File: src/rtl/microsequencer_pkg.sv
// Shared constants for the microsequencer: raw microinstruction words,
// II/AI/XI field masks (also used by the Control bench) and widths.
package microsequencer_pkg;

    localparam int STEP_BITS   = 3;
    localparam int OPCODE_BITS = 8;
    localparam int FETCH_STEPS = 2;
    localparam int ADDR_BITS   = OPCODE_BITS + STEP_BITS;

    // Raw encoding as stored in ROM: bit 15 (EO) is active-low.
    localparam logic [15:0] FETCH0 = 16'h8020;
    localparam logic [15:0] FETCH1 = 16'hB440;
    localparam logic [15:0] UEND   = 16'h8000;
    localparam logic [15:0] UIDLE  = 16'h0000;

    // Destination field lives in bits 7:5; MI (AI|II) must not match II.
    localparam logic [15:0] DEST_MASK = 16'h00E0;
    localparam logic [15:0] II_MATCH  = 16'h0040;
    localparam logic [15:0] AI_MATCH  = 16'h0020;
    localparam logic [15:0] XI_MATCH  = 16'h0060;

    typedef enum logic {
        ST_RUN  = 1'b0,
        ST_HALT = 1'b1
    } seq_state_t;

    function automatic logic is_ii(input logic [15:0] word);
        return (word & DEST_MASK) == II_MATCH;
    endfunction

endpackage

File: src/rtl/microsequencer_if.sv
// Bus-side signals of the microsequencer: ROM address/data, main bus,
// halt request and the microinstruction stream toward Control.
interface microsequencer_if;
    import microsequencer_pkg::*;

    logic [15:0]          bus_in;
    logic [15:0]          rom_data;
    logic                 halt_req;
    logic [ADDR_BITS-1:0] rom_addr;
    logic [15:0]          uinstr;
    logic [STEP_BITS-1:0] step;
    logic                 halted;

    modport master (
        input  bus_in, rom_data, halt_req,
        output rom_addr, uinstr, step, halted
    );

    modport slave (
        output bus_in, rom_data, halt_req,
        input  rom_addr, uinstr, step, halted
    );

endinterface

File: src/rtl/microsequencer_step_counter.sv
// T-state counter: synchronous clear, increment or hold.
module microsequencer_step_counter #(
    parameter int WIDTH = 3
) (
    input  logic             clk,
    input  logic             rst_bar,
    input  logic             clr,
    input  logic             inc,
    output logic [WIDTH-1:0] count
);

    always_ff @(posedge clk) begin
        if (!rst_bar || clr) begin
            count <= '0;
        end else if (inc) begin
            count <= count + WIDTH'(1);
        end
    end

endmodule

File: src/rtl/microsequencer.sv
// Microsequencer: fetch steps, opcode latch, early termination and
// halt at instruction boundaries.
//   state   | meaning
//   ST_RUN  | stepping through fetch and ROM microinstructions
//   ST_HALT | parked at step 0 emitting UIDLE until halt_req drops
module microsequencer
    import microsequencer_pkg::*;
(
    input  logic clk,
    input  logic rst_bar,
    microsequencer_if.master bus
);

    seq_state_t             state;
    logic [OPCODE_BITS-1:0] opcode;
    logic [STEP_BITS-1:0]   step_q;
    logic [15:0]            uinstr_c;
    logic                   term;
    logic                   wrap;
    logic                   end_instr;
    logic                   halted;
    logic                   step_clr;
    logic                   step_inc;
    logic                   unused_bus_lo;

    assign halted = (state == ST_HALT);

    always_comb begin
        uinstr_c = bus.rom_data;
        if (halted) begin
            uinstr_c = UIDLE;
        end else if (step_q == STEP_BITS'(0)) begin
            uinstr_c = FETCH0;
        end else if (step_q == STEP_BITS'(1)) begin
            uinstr_c = FETCH1;
        end
    end

    // Halted always sits at step 0, so the terminator cannot fire there.
    assign term      = (step_q >= STEP_BITS'(FETCH_STEPS)) && (bus.rom_data == UEND);
    assign wrap      = (step_q == '1);
    assign end_instr = term || wrap;
    assign step_clr  = !halted && end_instr;
    assign step_inc  = !halted && !end_instr;

    microsequencer_step_counter #(
        .WIDTH (STEP_BITS)
    ) u_step (
        .clk     (clk),
        .rst_bar (rst_bar),
        .clr     (step_clr),
        .inc     (step_inc),
        .count   (step_q)
    );

    always_ff @(posedge clk) begin
        if (!rst_bar) begin
            state  <= ST_RUN;
            opcode <= '0;
        end else begin
            if (is_ii(uinstr_c)) begin
                opcode <= bus.bus_in[15 -: OPCODE_BITS];
            end
            case (state)
                ST_RUN:  if (end_instr && bus.halt_req) state <= ST_HALT;
                ST_HALT: if (!bus.halt_req) state <= ST_RUN;
                default: state <= ST_RUN;
            endcase
        end
    end

    assign unused_bus_lo = ^bus.bus_in[15-OPCODE_BITS:0];

    assign bus.rom_addr = {opcode, step_q};
    assign bus.uinstr   = uinstr_c;
    assign bus.step     = step_q;
    assign bus.halted   = halted;

endmodule

File: src/flat_wrapper.sv
// flat-port wrapper written by rule: the top's interface ports become plain ports
module microsequencer_flat import microsequencer_pkg::*;
  (clk, rst_bar, bus_bus_in, bus_rom_data, bus_halt_req, bus_rom_addr, bus_uinstr, bus_step, bus_halted);
  microsequencer_if bus_i ();
  input  logic clk;
  input  logic rst_bar;
  input wire logic [$bits(bus_i.bus_in)-1:0] bus_bus_in;
  input wire logic [$bits(bus_i.rom_data)-1:0] bus_rom_data;
  input wire logic [$bits(bus_i.halt_req)-1:0] bus_halt_req;
  output wire logic [$bits(bus_i.rom_addr)-1:0] bus_rom_addr;
  output wire logic [$bits(bus_i.uinstr)-1:0] bus_uinstr;
  output wire logic [$bits(bus_i.step)-1:0] bus_step;
  output wire logic [$bits(bus_i.halted)-1:0] bus_halted;
  assign bus_i.bus_in = bus_bus_in;
  assign bus_i.rom_data = bus_rom_data;
  assign bus_i.halt_req = bus_halt_req;
  assign bus_rom_addr = bus_i.rom_addr;
  assign bus_uinstr = bus_i.uinstr;
  assign bus_step = bus_i.step;
  assign bus_halted = bus_i.halted;
  microsequencer u_core (.clk(clk), .rst_bar(rst_bar), .bus(bus_i));
endmodule
File: config.mk
export PLATFORM = sky130hd
export DESIGN_NAME = microsequencer_flat
export DESIGN_NICKNAME = d
export VERILOG_FILES = /design/src/rtl/microsequencer_pkg.sv /design/src/rtl/microsequencer_if.sv /design/src/rtl/microsequencer_step_counter.sv /design/src/rtl/microsequencer.sv /design/src/flat_wrapper.sv
export SDC_FILE = /design/constraint.sdc
export NUM_CORES = 1
export LEC_CHECK = 0
export CAP_MARGIN = 20
export CORE_MARGIN = 4
export CORE_UTILIZATION = 34
export CTS_CLUSTER_SIZE = 40
export DETAILED_ROUTE_END_ITERATION = 12
export PLACE_DENSITY = 0.9
export SYNTH_ARGS = -nofsm -noshare
export SYNTH_HDL_FRONTEND = slang
export SYNTH_SLANG_ARGS = --single-unit
File: constraint.sdc
create_clock -name clk -period 3.01 [get_ports clk]
set_input_delay 0.4515 -clock clk [delete_from_list [all_inputs] [get_ports clk]]
set_output_delay 0.4515 -clock clk [all_outputs]
set_load 0.02 [all_outputs]
==> results.py <==
metrics = {
    "route": {
        "top_layer_used": "met3",
        "met2WireLength_um": 1015,
        "wl_per_cell_um": 12.58,
        "first_pass_iters": 3,
        "met1_length_um": 895,
        "vias": 847,
        "antenna_left": 0,
        "wl_um": 2240,
        "dr.first_iter.drc_count": 3,
        "route.met3.wl_um": 330,
        "vias_per_cell": 4.758,
        "drc": 0,
    },
    "grt": {
        "grt_first_pass_wirelength_um": 3815,
        "grt.overflow.total": 0,
        "grt_usage_pct": 14.74,
        "grt_max_degree": 23,
        "antenna_found_initial": 0,
        "grt_pass1_vias": 881,
    },
    "timing": {
        "hold_viol_final": 0,
        "fin_setup_tns_ns": 0,
        "setup_ws_ns": 0.2288,
        "fmax_ghz": 0.3596,
        "skew_ns": 0.003268,
        "slew_headroom_pct": 49.17,
        "setup_violations": 0,
        "slew_violations": 0,
        "worstMarginPinSlew_ns": 0.7625,
        "fin_crit_ns": 2.781,
        "rsz0062_at_grt": "false",
        "hold-worst-slack_ns": 0.4600,
        "min_period_over_period_pct": 92.40,
    },
    "critical_path": {
        "critPathMaxStageDelay_ns": 0.61,
        "criticalPathCategory": "reg2out",
        "path_cells": "inv_1 -> ha_1 -> nor2_1 -> nor2_1 -> nor2_1 -> and2_1 -> clkdlybuf4s50_1",
        "crit_slowest_cell": "clkdlybuf4s50_1",
        "startpoint_type": "register",
        "critical_path_arrival_ns": 2.33,
        "end_kind": "output pin",
        "crit_top_cell": "nor2_1",
        "required_ns": 2.56,
        "cp_max_fo": 9,
    },
    "finish": {
        "stdcell_area_um2": 1381,
        "syn2layout_area_growth_pct": 78.35,
        "insertedDiodeCount": 0,
        "layout.nets": 191,
        "drive_gt1_share_pct": 5.333,
    },
    "cts": {
        "clk_latency_ns": 0.27,
        "clock-sinks": 12,
        "post_cts_buffers": 0,
        "numCtsBuffers": 3,
        "htreeDepth": 1,
        "hold_buffers": 0,
        "cts_tree": "yes",
        "cts_buffer_depth": 2,
        "cts-resized-gates": 0,
        "cts.clk_slew.worst_paths_ns": 0.08,
        "cts_root_buf": "clkbuf_4",
    },
    "synth": {
        "netlist_area_um2": 774.5,
        "synth_cells": 95,
        "seq_area_frac_synth_pct": 31.02,
        "synth_top_area_share_pct": 31.02,
        "yosysWarningCount": 0,
        "yosys.area.top_type": "dfxtp_1",
        "syn_nets": 135,
        "synth_area_leaders": "dfxtp_1 31%, mux2i_1 10%, nand2_1 9.7%",
        "avgSynthCellArea_um2": 8.153,
        "yosys.cell_types.count": 25,
        "yosys_register_bits": 12,
    },
    "pwr": {
        "power_density_nw_per_um2": 401.3,
        "p_total_mw": 0.5543,
        "vdd_drop_max_mv": 0.3401,
        "p_leak_nw": 0.5231,
    },
    "placed_design": {
        "dpl_cell_area_um2": 1345,
        "dp_hpwl_um": 1898,
        "place_ws_ns": 0.4792,
        "io_buffers": 57,
        "gp_congestion": 0.8031,
    },
    "floorplan": {
        "core_area_um2": 2191,
        "start_util_pct": 35.35,
        "io-pin-count": 66,
        "die_area_um2": 3105,
        "die_x_um": 55.73,
        "row_count": 17,
        "dieHeight_um": 55.73,
    },
    "flow_run": {
        "drv_cap": 0,
    },
    "hold_path": {
        "hold_path_class": "reg2reg",
    },
    "status": {
        "status": "complete, no violations",
    },
}
[state kept, by name, indices dropped and copies added, names as in the netlist]
name and count:
u_core.opcode 8, u_core.u_step.count 3, u_core.bus.halted 1
[report_power, final]
part           switching [mW]  internal (mW)  total, mW
Sequential            0.00996          0.169      0.179
Clock                  0.0527         0.0734      0.126
Combinational           0.118          0.131      0.249
Total                   0.180          0.374      0.554
[path summary, 6_finish.rpt]
| kind | slack, ns | cells past startpoint | from | endpoint |
|---|---|---|---|---|
| worst max-delay path | 0.23 | 7 | u_core.u_step.count[0] | bus_uinstr[11] |
| worst min-delay path | 0.46 | 2 | u_core.opcode[7] | u_core.opcode[7] |
| worst max register to register | 0.95 | 6 | u_core.u_step.count[1] | u_core.opcode[5] |
| worst min register to register | 0.46 | 2 | u_core.opcode[7] | u_core.opcode[7] |
[critical path, delay by kind of cell (launching register included)]
kind / cells / cell delay (ns)
buf+inv: 2 / 0.72
simple gates: 4 / 0.71
flops: 1 / 0.42
fa+ha+maj: 1 / 0.22
[through the flow]
step | instances | util, %
2_1_floorplan | 95 | -
3_3_place_gp | 174 | 61.39
3_5_place_dp | 174 | 61.39
4_1_cts | 178 | 63.05
5_1_grt | 178 | 63.05
6_report | 178 | 63.05
[cells in the mapped netlist]
cell       number
nor2_1          8
o211ai_1        1
ha_1            5
nor4_1          3
nor2b_2         1
clkbuf_1        2
dfxtp_1        12
nor3_1          1
nand3_1         2
buf_4           3
nor4b_1         1
a21oi_1         2
inv_1           3
a21boi_0        1
mux2i_1         8
and2_1          9
or2b_4          1
nand2_1        20
o21a_1          4
and2b_2         1
o21ai_0         3
and3_1          1
buf_2           1
o311ai_0        1
a2111oi_4       1
[final cells by class]
cell class                      count  area, µm²
Fill cell                         189      809.5
Timing Repair Buffer               57      570.5
Multi-Input combinational cell     74      488.0
Sequential cell                    12      240.2
Clock buffer                        4      36.28
Tap cell                           28      35.03
Inverter                            3      11.26
[logic make-up (layout without fill, tap and decap cells)]
logic type	count (synthesis)	count (layout)	share of synthesized area [%]
compound gates	13	13	13.73
fa+ha+maj	5	5	8.078
buf+inv	9	64	5.977
flops	12	12	31.02
mux	8	8	10.34
simple gates	48	48	30.86
[layout by cell type, fill, tap and decap left out, drive strengths merged]
cell type / instances
clkdlybuf4s50: 57
nand2: 20
dfxtp: 12
and2: 9
nor2: 8
mux2i: 8
ha: 5
o21a: 4
clkbuf: 4
inv: 3
nor4: 3
o21ai: 3
a21oi: 2
nand3: 2
nor2b: 1
and2b: 1
nor3: 1
or2b: 1
nor4b: 1
o311ai: 1
a2111oi: 1
and3: 1
o211ai: 1
a21boi: 1
[routing by layer]
metal	up-vias	GRT usage [%]
li1	431	-
met1	365	15.64
met2	51	27.03
met3	0	6.032
met4	0	3.125
met5	-	0
(Power assumes the default switching activity.)
